`src/rtl/core_prefetch_queue.sv`:
```
// core_prefetch_queue: ROM fetch front end feeding the decoder through a DEPTH-entry {pc, code} queue.
// Optional build macro CORE_PF_FAULT_EN tags fetches at or above ROM_LIMIT as faulted.
module core_prefetch_queue #(
    parameter int unsigned       ADDR_W    = 32,
    parameter int unsigned       DATA_W    = 32,
    parameter int unsigned       DEPTH     = 4,
    parameter logic [ADDR_W-1:0] RESET_PC  = 32'h0000_0000,
    parameter logic [ADDR_W-1:0] ROM_LIMIT = 32'h0001_0000
) (
    input  logic                     clk,
    input  logic                     rst_n,
    input  logic                     cpu_en,
    output logic                     rom_en,
    output logic [ADDR_W-1:0]        rom_addr,
    input  logic [DATA_W-1:0]        rom_data,
    input  logic                     thumb,
    input  logic                     branch,
    input  logic [ADDR_W-1:0]        branch_target,
    output logic                     dec_valid,
    input  logic                     dec_ready,
    output logic [DATA_W-1:0]        dec_code,
    output logic [ADDR_W-1:0]        dec_pc,
    output logic                     dec_fault,
    output logic [$clog2(DEPTH):0]   q_count
);

    localparam int PW = $clog2(DEPTH);
    localparam int CW = PW + 1;
    localparam int RW = CW + 1;

    typedef enum logic [1:0] {
        IDLE  = 2'd0,
        RUN   = 2'd1,
        REDIR = 2'd2
    } state_t;

    state_t state;
    state_t state_n;

    // fetch stream state
    logic [ADDR_W-1:0] fetch_pc;
    logic              mode;
    logic              epoch;

    // request issued this cycle (valid is rom_en)
    logic [ADDR_W-1:0] req_pc;
    logic              req_thumb;
    logic              req_epoch;
    logic              req_fault;

    // request whose data is on rom_data this cycle
    logic              ret_valid;
    logic [ADDR_W-1:0] ret_pc;
    logic              ret_thumb;
    logic              ret_epoch;
    logic              ret_fault;

    // queue storage
    logic [ADDR_W-1:0] mem_pc    [DEPTH];
    logic [DATA_W-1:0] mem_code  [DEPTH];
    logic              mem_fault [DEPTH];
    logic [PW-1:0]     wr_ptr;
    logic [PW-1:0]     rd_ptr;
    logic [PW-1:0]     rd_ptr_n;

    // combinational helpers
    logic              push;
    logic              pop;
    logic [CW-1:0]     count_n;
    logic [CW-1:0]     keep;
    logic [RW-1:0]     reserved;
    logic              issue;
    logic [ADDR_W-1:0] issue_addr;
    logic              issue_fault;
    logic [ADDR_W-1:0] step;
    logic [ADDR_W-1:0] align_mask;
    logic [DATA_W-1:0] push_code;
    logic [ADDR_W-1:0] head_pc;
    logic [DATA_W-1:0] head_code;
    logic              head_fault;

    // state register
    always_ff @(posedge clk or negedge rst_n) begin
        if (!rst_n) begin
            state <= IDLE;
        end else begin
            state <= state_n;
        end
    end

    // next state: branch always forces the one-cycle redirect bubble
    always_comb begin
        state_n = state;
        unique case (state)
            IDLE:    state_n = cpu_en ? RUN : IDLE;
            RUN:     state_n = cpu_en ? RUN : IDLE;
            REDIR:   state_n = cpu_en ? RUN : IDLE;
            default: state_n = IDLE;
        endcase
        if (branch) begin
            state_n = REDIR;
        end
    end

    // queue bookkeeping; a return tagged with an old epoch is dropped
    always_comb begin
        pop      = dec_valid & dec_ready;
        push     = ret_valid & (ret_epoch == epoch);
        count_n  = q_count + CW'(push) - CW'(pop);
        keep     = q_count - CW'(pop);
        rd_ptr_n = rd_ptr + PW'(pop);
    end

    // issue decision counts the request still in flight
    always_comb begin
        reserved   = {1'b0, count_n} + RW'(rom_en);
        issue      = (state_n == RUN) && (reserved < RW'(DEPTH));
        issue_addr = {fetch_pc[ADDR_W-1:2], 2'b00};
        step       = mode ? ADDR_W'(2) : ADDR_W'(4);
        align_mask = thumb ? ~ADDR_W'(1) : ~ADDR_W'(3);
    end

`ifdef CORE_PF_FAULT_EN
    // out-of-range fetches are still issued but carry a fault tag
    always_comb begin
        issue_fault = (issue_addr >= ROM_LIMIT);
    end
`else
    logic unused_limit;
    assign unused_limit = ^ROM_LIMIT;

    // no fault detection in this build
    always_comb begin
        issue_fault = 1'b0;
    end
`endif

    // halfword select for Thumb, faulted fetches deliver zero
    always_comb begin
        push_code = rom_data;
        if (ret_fault) begin
            push_code = '0;
        end else if (ret_thumb) begin
            push_code = ret_pc[1] ? {16'h0, rom_data[31:16]}
                                  : {16'h0, rom_data[15:0]};
        end
    end

    // head after this cycle: the landing entry if the queue drains to it
    always_comb begin
        if (keep == '0) begin
            head_pc    = ret_pc;
            head_code  = push_code;
            head_fault = ret_fault;
        end else begin
            head_pc    = mem_pc[rd_ptr_n];
            head_code  = mem_code[rd_ptr_n];
            head_fault = mem_fault[rd_ptr_n];
        end
    end

    // fetch pointer, latched mode and flush epoch
    always_ff @(posedge clk or negedge rst_n) begin
        if (!rst_n) begin
            fetch_pc <= RESET_PC;
            mode     <= 1'b0;
            epoch    <= 1'b0;
        end else if (branch) begin
            fetch_pc <= branch_target & align_mask;
            mode     <= thumb;
            epoch    <= ~epoch;
        end else if (issue) begin
            fetch_pc <= fetch_pc + step;
        end
    end

    // ROM request port and its tag
    always_ff @(posedge clk or negedge rst_n) begin
        if (!rst_n) begin
            rom_en    <= 1'b0;
            rom_addr  <= '0;
            req_pc    <= '0;
            req_thumb <= 1'b0;
            req_epoch <= 1'b0;
            req_fault <= 1'b0;
        end else begin
            rom_en <= issue;
            if (issue) begin
                rom_addr  <= issue_addr;
                req_pc    <= fetch_pc;
                req_thumb <= mode;
                req_epoch <= epoch;
                req_fault <= issue_fault;
            end
        end
    end

    // tag follows the request into its data cycle
    always_ff @(posedge clk or negedge rst_n) begin
        if (!rst_n) begin
            ret_valid <= 1'b0;
            ret_pc    <= '0;
            ret_thumb <= 1'b0;
            ret_epoch <= 1'b0;
            ret_fault <= 1'b0;
        end else begin
            ret_valid <= rom_en;
            ret_pc    <= req_pc;
            ret_thumb <= req_thumb;
            ret_epoch <= req_epoch;
            ret_fault <= req_fault;
        end
    end

    // queue storage write
    always_ff @(posedge clk or negedge rst_n) begin
        if (!rst_n) begin
            for (int i = 0; i < DEPTH; i++) begin
                mem_pc[i]    <= '0;
                mem_code[i]  <= '0;
                mem_fault[i] <= 1'b0;
            end
        end else if (push && !branch) begin
            mem_pc[wr_ptr]    <= ret_pc;
            mem_code[wr_ptr]  <= push_code;
            mem_fault[wr_ptr] <= ret_fault;
        end
    end

    // pointers and occupancy; branch clears everything
    always_ff @(posedge clk or negedge rst_n) begin
        if (!rst_n) begin
            wr_ptr  <= '0;
            rd_ptr  <= '0;
            q_count <= '0;
        end else if (branch) begin
            wr_ptr  <= '0;
            rd_ptr  <= '0;
            q_count <= '0;
        end else begin
            wr_ptr  <= wr_ptr + PW'(push);
            rd_ptr  <= rd_ptr_n;
            q_count <= count_n;
        end
    end

    // registered decoder view; pc and code hold while empty
    always_ff @(posedge clk or negedge rst_n) begin
        if (!rst_n) begin
            dec_valid <= 1'b0;
            dec_code  <= '0;
            dec_pc    <= '0;
            dec_fault <= 1'b0;
        end else if (branch) begin
            dec_valid <= 1'b0;
            dec_fault <= 1'b0;
        end else begin
            dec_valid <= (count_n != '0);
            if (count_n != '0) begin
                dec_pc    <= head_pc;
                dec_code  <= head_code;
                dec_fault <= head_fault;
            end
        end
    end

endmodule
```
`config.mk`:
```
export PLATFORM = sky130hd
export DESIGN_NAME = core_prefetch_queue
export DESIGN_NICKNAME = d
export VERILOG_FILES = /design/src/rtl/core_prefetch_queue.sv
export SDC_FILE = /design/constraint.sdc
export NUM_CORES = 1
export LEC_CHECK = 0
export CAP_MARGIN = 25
export CORE_ASPECT_RATIO = 0.9
export CORE_MARGIN = 8
export CORE_UTILIZATION = 57
export DETAILED_ROUTE_END_ITERATION = 10
export PLACE_DENSITY_LB_ADDON = 0.2
export SLEW_MARGIN = 25
export SYNTH_ARGS = -nofsm -noshare
export SYNTH_HDL_FRONTEND = slang
export SYNTH_SLANG_ARGS = --single-unit
```
`constraint.sdc`:
```
create_clock -name clk -period 6.4 [get_ports clk]
set_clock_uncertainty 0.05 [all_clocks]
set_input_delay 0.96 -clock clk [delete_from_list [all_inputs] [get_ports clk]]
set_output_delay 0.96 -clock clk [all_outputs]
set_load 0.03 [all_outputs]
```
==> summary.txt, run 1 <==
Worst setup path
  • Crit path cell chain: clkdlybuf4s50_1, nand2_1, xor2_1, ha_1, inv_1, fa_1, and3b_1, a2111o_2, buf_4, clkinv_4, nor2_1, buf_4, o21ai_0, o311ai_0
  • CP Capture Type: register
  • CP Launch Type: input port
  • CP max-delay cell: clkdlybuf4s50_1
  • Largest delay share family, worst path: buffers and inverters
  • Setup CP Type: in -> reg
  • Crit path arrival time: about 5.1 ns
  • Critical path peak fanout: between 70 and 80
  • WP buf/inv: 5
  • Crit-path max cell delay: 0.58 ns
  • Worst Path Required: approximately 6.7 ns
  • CP most frequent cell: buf_4

Placed design
  • GP Congestion: 0.858
  • Post-DP Area: 20500 sq um
  • Port Buf Inserts: roughly 170
  • Post-DP HPWL: 29.2 mm

Status
  • Outcome: finished, final reports clean

Job
  • Max-cap violations: 0

Yosys
  • Netlist cell types: around 60
  • Post-Syn Area: between 15000 and 20000 sq um
  • Register area share after synthesis: between 50% and 60%
  • Synthesized area per cell: approximately 10 sq um
  • Synth Warn #: 0
  • Synth Instances: roughly 1800
  • Top FF cell, synth: dfrtp_1
  • Asr flop ratio synth: 100%
  • Seq cells post-synth: between 400 and 500
  • Post-synth EDFFs: 0

STA
  • Max transition margin: 33.3%
  • Tmin final: ~4.7 ns
  • Worst Max-Slew Pin Slew: between 0.9 and 1 ns
  • Max frequency: between 0.2 and 0.25 GHz
  • Setup TNS: 0 ns
  • Crit share post-route: roughly 73%
  • Final Hold Fails: 0
  • Setup violators final: 0
  • RSZ-0062 raised after global routing: no
  • Slew Viols, Final: 0

Clock tree
  • TritonCTS Sinks: 431
  • CTS tree: yes
  • Hold Buf Count CTS: 0
  • Post-CTS resize count: 0
  • Clk pin slew, worst setup/hold paths: about 0.060 ns
  • Root Buffer: clkbuf_16
  • Buffer levels on the longest clock path: 3
  • H-tree depth: 2
  • Setup repair bufs after CTS: 0
  • Num CTS Buffers: between 40 and 50
  • Worst skew pair latency: about 0.54 ns

Global route
  • First-pass GRT wire length: 77.0 mm
  • Vias in the first global route: 14200
  • Largest net degree at the start of global routing: 173
  • Grt ovf: 0
  • GRT Total Usage: 24.1%
  • Antenna violations before repair: 1

Finish
  • Layout cells sized above 1: between 10% and 20%
  • Final instance area: about 22000 sq um
  • Area Growth Syn to Fin: 17.3%
  • FILL cells: about 2500
  • Diode count: 0
  • Commonest non-fill, non-tap cell in the layout: nand2_1
  • Commonest non-fill, non-tap cells in the layout: nand2_1, dfrtp_1, o21ai_0, clkdlybuf4s50_1, mux2_2
  • Final #Nets: 1966

Route
  • Post-route ant nets: 0
  • Vias: between 10000 and 15000
  • WL/cell: 20.3 microns
  • Total Wirelength: roughly 48 mm
  • DRT iter0 DRCs: 1074
  • First-pass DRT Iterations: 5
  • DRC viols: 0
  • Via/cell ratio: between 5 and 6

Worst hold path
  • Hold/Removal Path Class: reg -> reg

Die
  • # rows: 63
  • Die area: 39000 sq um
  • Core Area: ~33000 sq um
  • I/O pin count: 172
  • Die Y: between 150 and 200 microns
  • Die X: about 210 microns
  • Initial Util: 57.3%

Pwr
  • Peak supply drop: between 0.2 and 0.3 mV
  • PD cells: about 500 nW/um^2
  • P_leak: roughly 10 nW
==> path summary, 6_finish.rpt <==
| path | from | end | slack (ns) | depth (start not counted) |
|---|---|---|---|---|
| worst min register to register | req_epoch$_DFFE_PN0P_ | ret_epoch$_DFF_PN0_ | 0.33 | 0 |
| max in group asynchronous | rst_n | mem_pc[81]$_DFFE_PN0P_ | 4.32 | 2 |
| min in group asynchronous | rst_n | dec_code[14]$_DFFE_PN0P_ | 0.46 | 1 |
| worst max register to register | epoch$_DFFE_PN0P_ | fetch_pc[25]$_DFFE_PN0P_ | 2.22 | 14 |
| worst max-delay path | dec_ready | fetch_pc[25]$_DFFE_PN0P_ | 1.70 | 14 |
| worst min-delay path | req_epoch$_DFFE_PN0P_ | ret_epoch$_DFF_PN0_ | 0.33 | 0 |
==> Yosys cell counts, types with 3 or more instances <==
cell | number | area (sq um)
a21boi_0 | 4 | 30.0
a21oi_1 | 40 | 200
a31oi_1 | 3 | 18.8
a32oi_1 | 5 | 43.8
a41oi_1 | 4 | 35.0
and2_1 | 8 | 50.1
and3_1 | 5 | 31.3
and4_1 | 4 | 35.0
buf_1 | 9 | 33.8
buf_2 | 20 | 100
buf_4 | 34 | 255
clkbuf_1 | 99 | 372
dfrtp_1 | 431 | 10800
ha_1 | 4 | 50.1
inv_1 | 10 | 37.5
mux2_2 | 126 | 1420
mux2i_1 | 26 | 260
nand2_1 | 442 | 1660
nand2b_1 | 17 | 106
nand3_1 | 17 | 85.1
nand4_1 | 10 | 62.6
nor2_1 | 51 | 191
nor2b_1 | 4 | 25.0
nor3_1 | 3 | 15.0
nor4_1 | 3 | 18.8
o211ai_1 | 7 | 52.6
o21a_1 | 33 | 248
o21ai_0 | 219 | 1100
o221ai_1 | 32 | 280
o22ai_1 | 62 | 388
o2bb2a_1 | 31 | 310
o311ai_0 | 10 | 87.6
xor2_1 | 6 | 52.6
==> final cells by class <==
cell class | count | area (sq um) | share of cell area (%)
Sequential cell | 431 | 10800 | 49.0
Multi-Input combinational cell | 1210 | 7280 | 33.1
Timing Repair Buffer | 193 | 1930 | 8.78
Clock buffer | 62 | 1310 | 5.96
Tap cell | 422 | 528 | 2.40
Clock inverter | 15 | 110 | 0.501
Inverter | 11 | 46.3 | 0.210
==> cell families (layout without fill, tap and decap cells) <==
family,Yosys count,count (layout),share of synthesized area (%)
DFF,431,431,57.5
muxes,152,152,8.95
and+or+nand+nor,578,578,12.8
buffers and inverters,174,281,4.36
xor gates and xnor gates,9,9,0.500
AOI/OAI and AO/OA,462,462,15.4
other,1,3,0.0200
adders and majority gates,6,6,0.480
==> metrics by stage <==
stage                     utilization (%)  setup slack (ns)  instances  total power [mW]  hold WS, ns
after CTS                            67.2              1.74       2343              11.0        0.330
final                                67.2              1.70       2344              10.9        0.329
after floorplan                         -              3.01       1815              6.88        0.304
after global routing                 67.2              1.48       2344              11.5        0.338
after detailed placement             62.8              1.20       2266              8.46        0.317
after global placement               62.7              1.34       2265              8.29        0.310
==> power breakdown <==
group	total, mW	internal (mW)	switching [mW]
registers	4.15	3.52	0.633
clock network	2.50	1.46	1.03
logic	4.28	1.70	2.58
==> registers in the layout (all words and copies together), names as in the netlist, 2 cells and up <==
| register | count |
|---|---|
| dec_code | 32 |
| rd_ptr | 2 |
| wr_ptr | 2 |
| req_pc | 31 |
| mem_pc | 124 |
| dec_pc | 31 |
| state | 2 |
| mem_code | 128 |
| ret_pc | 31 |
| mem_fault | 4 |
| q_count | 3 |
| fetch_pc | 31 |
==> worst reg2reg max path, cell delays in order (launching register included) <==
cell	delay [ns]
dfrtp_1	0.42
xnor2_1	0.18
nand2_1	0.27
xor2_1	0.24
ha_1	0.20
inv_1	0.06
fa_1	0.45
and3b_1	0.24
a2111o_2	0.10
buf_4	0.58
clkinv_4	0.48
nor2_1	0.28
buf_4	0.27
o21ai_0	0.14
o311ai_0	0.12
==> routing by layer <==
metal  up-vias  routed length [microns]  global-route usage, %
met4         0                     1060                   7.25
met3        78                     3140                   4.31
met2       468                    22300                   39.1
li1       6450                        -                      -
met5         -                        0                      0
met1      6925                    21100                   33.1
Power figures use the tool's default switching activity.
==> inputs of run 2 (changes only) <==
--- a/config.mk
+++ b/config.mk
@@ -8,7 +8,7 @@
 export CAP_MARGIN = 25
 export CORE_ASPECT_RATIO = 0.9
 export CORE_MARGIN = 8
-export CORE_UTILIZATION = 57
+export CORE_UTILIZATION = 52
 export DETAILED_ROUTE_END_ITERATION = 10
 export PLACE_DENSITY_LB_ADDON = 0.2
 export SLEW_MARGIN = 25
==> constraint.sdc (replaced) <==
create_clock -name clk -period 4.3 [get_ports clk]
set_clock_uncertainty 0.05 [all_clocks]
set_input_delay 0.645 -clock clk [delete_from_list [all_inputs] [get_ports clk]]
set_output_delay 0.645 -clock clk [all_outputs]
set_load 0.03 [all_outputs]
==> summary.txt, run 2 (synthesis gave the netlist of run 1 again) <==
Status
  • Outcome: finished, final reports clean

STA
  • RSZ-0062 raised after global routing: no
  • Max transition margin: 35.4% (+2.1 points)
  • Crit share post-route: between 80% and 90%
  • Setup TNS: 0 ns (unchanged)
  • Slew Viols, Final: 0 (unchanged)
  • Max frequency: approximately 0.29 GHz
  • Final Hold Fails: 0 (unchanged)
  • Setup violators final: 0 (unchanged)
  • Worst Max-Slew Pin Slew: 0.969 ns (-0.0272 ns)
  • Tmin final: around 3.5 ns

Route
  • Post-route ant nets: 0 (unchanged)
  • Via/cell ratio: 5.79 (-2.6%)
  • Total Wirelength: 49.1 mm (+3.0%)
  • DRT iter0 DRCs: 955 (-11%)
  • First-pass DRT Iterations: 5 (unchanged)
  • Vias: 13900 (+0.0072%)
  • WL/cell: 20.4 microns (+0.34%)
  • DRC viols: 0 (unchanged)

Finish
  • Commonest non-fill, non-tap cell in the layout: nand2_1
  • Commonest non-fill, non-tap cells in the layout: nand2_1, dfrtp_1, o21ai_0, clkdlybuf4s50_1, mux2_2
  • Largest registers: mem_code: 128 flops, mem_pc: 124 flops, dec_code: 32 flops
  • Layout cells sized above 1: 12.8% (+0.051 points)
  • Final #Nets: 1973 (+0.36%)
  • Diode count: 0 (unchanged)
  • Area Growth Syn to Fin: 18.6%
  • Register with the most flip-flops: mem_code
  • Final Util: 62.1% (-5.2 points)
  • FILL cells: 2920 (+18%)
  • Number of flip-flops in the largest register: 128 (unchanged)

Die
  • Initial Util: 52.3% (-5.0 points)
  • Die Y: 196 microns (+4.3%)
  • Die X: 216 microns (+4.3%)
  • # rows: 66 (+4.8%)
  • I/O pin count: 172 (unchanged)
  • Core Area: 35800 sq um (+9.6%)
  • Die area: 42400 sq um (+8.8%)

Worst setup path
  • Crit-path max cell delay: 0.56 ns (-0.02 ns)
  • CP Capture Type: register
  • CP max-delay cell: buf_4
  • WP buf/inv: 2 (-3)
  • Crit path arrival time: 3.87 ns (-1.18 ns)
  • CP Launch Type: register
  • Critical path peak fanout: 56 (-21%)
  • Crit path cell chain: xnor2_1, nand2_1, xor2_1, ha_1, inv_1, fa_1, xor3_1, nor3b_1, nor2_4, buf_4, o221ai_1, o21a_1
  • Largest delay share family, worst path: simple AND/OR/NAND/NOR gates
  • Setup CP Type: reg -> reg
  • Worst Path Required: 4.68 ns (-2.06 ns)
  • Reg2Reg Setup Slack: 0.81 ns (-1.41 ns)

Pwr
  • Sequential share of power: 37.3% (-0.7 points)
  • PD cells: 746 nW/um^2 (+50%)
  • Cell-internal power: 10.2 mW (+53%)
  • Clock power frac: 24.1% (+1.3 points)
  • Sw power: 6.36 mW (+50%)
  • Switch share: 38.3% (-0.51 points)
  • Comb power frac: 38.6% (-0.6 points)
  • P_leak: 10.3 nW (+0.76%)
  • Peak supply drop: 0.431 mV (+58%)

Clock tree
  • H-tree depth: 2 (unchanged)
  • Setup repair bufs after CTS: 0 (unchanged)
  • Buffer levels on the longest clock path: 3 (unchanged)
  • Clk pin slew, worst setup/hold paths: 0.06 ns (about the same)
  • Worst skew pair latency: 0.55 ns (about the same)
  • TritonCTS Sinks: 431 (unchanged)
  • CTS tree: yes
  • Post-CTS resize count: 0 (unchanged)
  • Num CTS Buffers: 45 (+4.7%)
  • Root Buffer: clkbuf_16
  • Hold Buf Count CTS: 0 (unchanged)

Global route
  • Vias in the first global route: 14100 (-0.28%)
  • First-pass GRT wire length: 79.7 mm (+3.4%)
  • Antenna violations before repair: 0 (-1)
  • Grt ovf: 0 (unchanged)
  • GRT Total Usage: 23.2% (-0.98 points)
  • Largest net degree at the start of global routing: 106 (-39%)

Placed design
  • Post-DP HPWL: 30.1 mm (+3.1%)
  • Port Buf Inserts: 167 (unchanged)
  • GP Congestion: 0.826 (-3.7%)

Job
  • Max-cap violations: 0 (unchanged)

Worst hold path
  • Hold/Removal Path Class: in -> async
[run 2: cell types whose count changed in the layout (fill, tap and decap cells not counted), sizes merged]
cell and change:
clkbuf +5, bufinv +4, inv +1, clkinv -7, buf +5
[run 2: routing by layer]
metal	wire length, microns	global-route usage, %
met1	22500	32.3
met2	22900	37.5
met3	2750	3.86
met4	918	5.63
met5	0	0
[run 2: metrics by stage]
stage / total power [mW] / setup slack, ns / hold slack [ns] / instance area, sq um / instances
2_1_floorplan: 10.2 / 1.22 / 0.299 / 18800 / 1815
3_3_place_gp: 12.5 / 0.185 / 0.313 / 20700 / 2325
3_5_place_dp: 12.7 / 0.419 / 0.319 / 20700 / 2325
4_1_cts: 16.7 / 0.793 / 0.133 / 22200 / 2405
5_1_grt: 17.6 / 0.517 / 0.149 / 22300 / 2406
6_report: 16.6 / 0.806 / 0.0849 / 22300 / 2406
[run 2: worst reg2reg max path: stages, from the launching register on]
cell and delay (ns):
dfrtp_1 0.41, xnor2_1 0.16, nand2_1 0.26, xor2_1 0.22, ha_1 0.16, inv_1 0.05
fa_1 0.36, xor3_1 0.25, nor3b_1 0.10, nor2_4 0.34, buf_4 0.56, o221ai_1 0.28
o21a_1 0.16
[run 2: final cells by class]
cell class / count / area [sq um] / area share, %
Timing Repair Buffer: 198 / 2020 / 9.06
Sequential cell: 431 / 10800 / 48.5
Multi-Input combinational cell: 1210 / 7280 / 32.7
Inverter: 11 / 46.3 / 0.208
Clock inverter: 13 / 196 / 0.883
Tap cell: 476 / 596 / 2.68
Clock buffer: 67 / 1330 / 5.98
[run 2: final timing paths]
kind	start	endpoint	depth (start not counted)
setup / recovery	epoch$_DFFE_PN0P_	dec_code[11]$_DFFE_PN0P_	12
hold / removal	rst_n	dec_pc[9]$_DFFE_PN0P_	1
setup reg to reg	epoch$_DFFE_PN0P_	dec_code[11]$_DFFE_PN0P_	12
hold reg to reg	req_epoch$_DFFE_PN0P_	ret_epoch$_DFF_PN0_	0
max in group asynchronous	rst_n	dec_pc[13]$_DFFE_PN0P_	2
min in group clk	req_epoch$_DFFE_PN0P_	ret_epoch$_DFF_PN0_	0
[run 2: power groups by stage]
| stage | sequential [mW] | clock, mW | combinational (mW) |
|---|---|---|---|
| 6_report | 6.18 | 4.00 | 6.41 |
| 2_1_floorplan | 6.56 | 0 | 3.69 |
| 5_1_grt | 6.34 | 4.22 | 6.99 |
| 3_3_place_gp | 6.18 | 0 | 6.29 |
| 3_5_place_dp | 6.23 | 0 | 6.42 |
| 4_1_cts | 6.18 | 4.07 | 6.46 |
==> inputs of run 3 (changes only) <==
--- a/config.mk
+++ b/config.mk
@@ -8,7 +8,7 @@
 export CAP_MARGIN = 25
 export CORE_ASPECT_RATIO = 0.9
 export CORE_MARGIN = 8
-export CORE_UTILIZATION = 52
+export CORE_UTILIZATION = 57
 export DETAILED_ROUTE_END_ITERATION = 10
 export PLACE_DENSITY_LB_ADDON = 0.2
 export SLEW_MARGIN = 25
==> constraint.sdc (replaced) <==
create_clock -name clk -period 3.6 [get_ports clk]
set_clock_uncertainty 0.05 [all_clocks]
set_input_delay 0.54 -clock clk [delete_from_list [all_inputs] [get_ports clk]]
set_output_delay 0.54 -clock clk [all_outputs]
set_load 0.03 [all_outputs]
==> summary.txt, run 3 (synthesis gave the netlist of run 1 again) <==
Die
  • Die Y: 188 microns (-4.1%)
  • Die area: 39000 sq um (-8.1%)
  • I/O pin count: 172 (unchanged)
  • Core Area: 32700 sq um (-8.7%)
  • Die X: 207 microns (-4.2%)
  • Initial Util: 57.3% (+5.0 points)
  • # rows: 63 (-4.5%)

Global route
  • Antenna violations before repair: 1 (+1)
  • Vias in the first global route: 14600 (+3.7%)
  • Largest net degree at the start of global routing: 108 (+1.9%)
  • Grt ovf: 0 (unchanged)
  • GRT Total Usage: 24.9% (+1.7 points)
  • First-pass GRT wire length: 79.4 mm (-0.29%)

Route
  • WL/cell: 20.6 microns (+0.84%)
  • Vias: 14200 (+2.1%)
  • Post-route ant nets: 0 (unchanged)
  • Total Wirelength: 48.9 mm (-0.33%)
  • DRC viols: 0 (unchanged)
  • Via/cell ratio: 5.98 (+3.3%)
  • First-pass DRT Iterations: 5 (unchanged)
  • DRT iter0 DRCs: 958 (+0.31%)

Worst setup path
  • WP buf/inv: 2 (unchanged)
  • Crit-path max cell delay: 0.54 ns (-0.02 ns)
  • Crit path arrival time: 3.80 ns (-0.07 ns)
  • CP max-delay cell: fa_1
  • Crit path cell chain: xnor2_1, nand2_1, xor2_1, ha_1, inv_1, fa_1, and3b_1, a2111o_2, clkinv_4, nand3_2, nor4_1, mux2i_1
  • CP Capture Type: register
  • Worst Path Required: 4.01 ns (-0.67 ns)
  • Setup CP Type: reg -> reg
  • Largest delay share family, worst path: simple AND/OR/NAND/NOR gates
  • CP Launch Type: register
  • Critical path peak fanout: 6 (-89%)

Finish
  • Register area: 10800 sq um (unchanged)
  • Layout cells sized above 1: 14.3% (+1.5 points)
  • Commonest non-fill, non-tap cells in the layout: nand2_1, dfrtp_1, o21ai_0, clkdlybuf4s50_1, mux2_2
  • Final cell count without fillers: 2378 (-1.2%)
  • Commonest non-fill, non-tap cell in the layout: nand2_1
  • FILL cells: 2403 (-18%)
  • Diode count: 0 (unchanged)
  • Area of the multi-input gates: 7280 sq um (about the same)
  • Area Growth Syn to Fin: 19.7%
  • Number of flip-flops in the largest register: 128 (unchanged)
  • Register with the most flip-flops: mem_code
  • Final #Nets: 1999 (+1.3%)
  • Largest registers: mem_code: 128 flops, mem_pc: 124 flops, dec_code: 32 flops

Worst hold path
  • Hold/Removal Path Class: in -> async

Clock tree
  • Post-CTS resize count: 0 (unchanged)
  • H-tree depth: 2 (unchanged)
  • TritonCTS Sinks: 431 (unchanged)
  • Hold Buf Count CTS: 0 (unchanged)
  • Clk pin slew, worst setup/hold paths: 0.06 ns (about the same)
  • Num CTS Buffers: 44 (-2.2%)
  • Setup repair bufs after CTS: 0 (unchanged)
  • Worst skew pair latency: 0.55 ns (about the same)
  • CTS tree: yes
  • Root Buffer: clkbuf_16
  • Buffer levels on the longest clock path: 3 (unchanged)

STA
  • Setup violators final: 0 (unchanged)
  • Slew Viols, Final: 0 (unchanged)
  • Final Hold Fails: 0 (unchanged)
  • Crit share post-route: 94.1% (+13 points)
  • RSZ-0062 raised after global routing: no
  • Max transition margin: 39.5% (+4.1 points)
  • Final setup margin: 0.211 ns (-0.595 ns)
  • Fin Hold WS: 0.00883 ns (-0.0761 ns)
  • Worst Max-Slew Pin Slew: 0.908 ns (-0.0616 ns)
  • Tmin final: 3.39 ns (-0.105 ns)
  • Max frequency: 0.295 GHz (+3.1%)

Pwr
  • Total power: 19.9 mW (+20%)
  • PD cells: 885 nW/um^2 (+19%)
  • P_leak: 10.4 nW (+1.5%)
  • Peak supply drop: 0.558 mV (+29%)

Placed design
  • GP Congestion: 0.886 (+7.2%)
  • Placed cells: 2297 (-1.2%)
  • Post-DP HPWL: 30.8 mm (+2.5%)
  • Port Buf Inserts: 167 (unchanged)
  • Pre-CTS WS: -0.115 ns (-0.535 ns)

Status
  • Outcome: finished, final reports clean

Job
  • Max-cap violations: 0 (unchanged)
## run 3: path summary, 6_finish.rpt
path	startpoint	to	slack (ns)	cells past startpoint
max in group asynchronous	rst_n	mem_pc[105]$_DFFE_PN0P_	2.54	2
worst max-delay path	epoch$_DFFE_PN0P_	fetch_pc[30]$_DFFE_PN0P_	0.21	12
min in group clk	branch	wr_ptr[1]$_DFF_PN0_	0.33	2
worst max register to register	epoch$_DFFE_PN0P_	fetch_pc[30]$_DFFE_PN0P_	0.21	12
worst min register to register	req_epoch$_DFFE_PN0P_	ret_epoch$_DFF_PN0_	0.35	0
worst min-delay path	rst_n	dec_code[14]$_DFFE_PN0P_	0.009	1
## run 3: final cells by class
| type | instances | share of cell area, % |
|---|---|---|
| flip-flops and latches | 431 | 48.1 |
| multi-input cells | 1210 | 32.4 |
| repair buffers | 225 | 10.4 |
| clock buffers | 60 | 5.71 |
| well taps | 422 | 2.35 |
| clock inverters | 19 | 0.819 |
| inverters | 11 | 0.206 |
## run 3: metrics by stage
stage	cell area [sq um]	util, %	TNS (ns)
finish	22400	68.6	0
global route	22400	68.6	0
CTS	22400	68.5	0
detailed placement	20900	64.0	-0.724
global placement	20900	64.0	-0.00632
floorplan	18800	-	0
## run 3: power by group
| group | internal, mW | switching, mW | leakage, nW | total (mW) |
|---|---|---|---|---|
| clock | 2.71 | 1.85 | 0.735 | 4.56 |
| sequential | 6.26 | 1.15 | 5.64 | 7.41 |
| combinational | 3.25 | 4.64 | 4.06 | 7.89 |
## run 3: per-layer routing
layer,GRT usage [%],vias up,part of all wire [%]
met3,4.71,88,6.3
met1,33.2,7081,44
li1,-,6526,-
met5,0,-,0.027
met2,41.1,517,47
met4,7.64,2,2.5
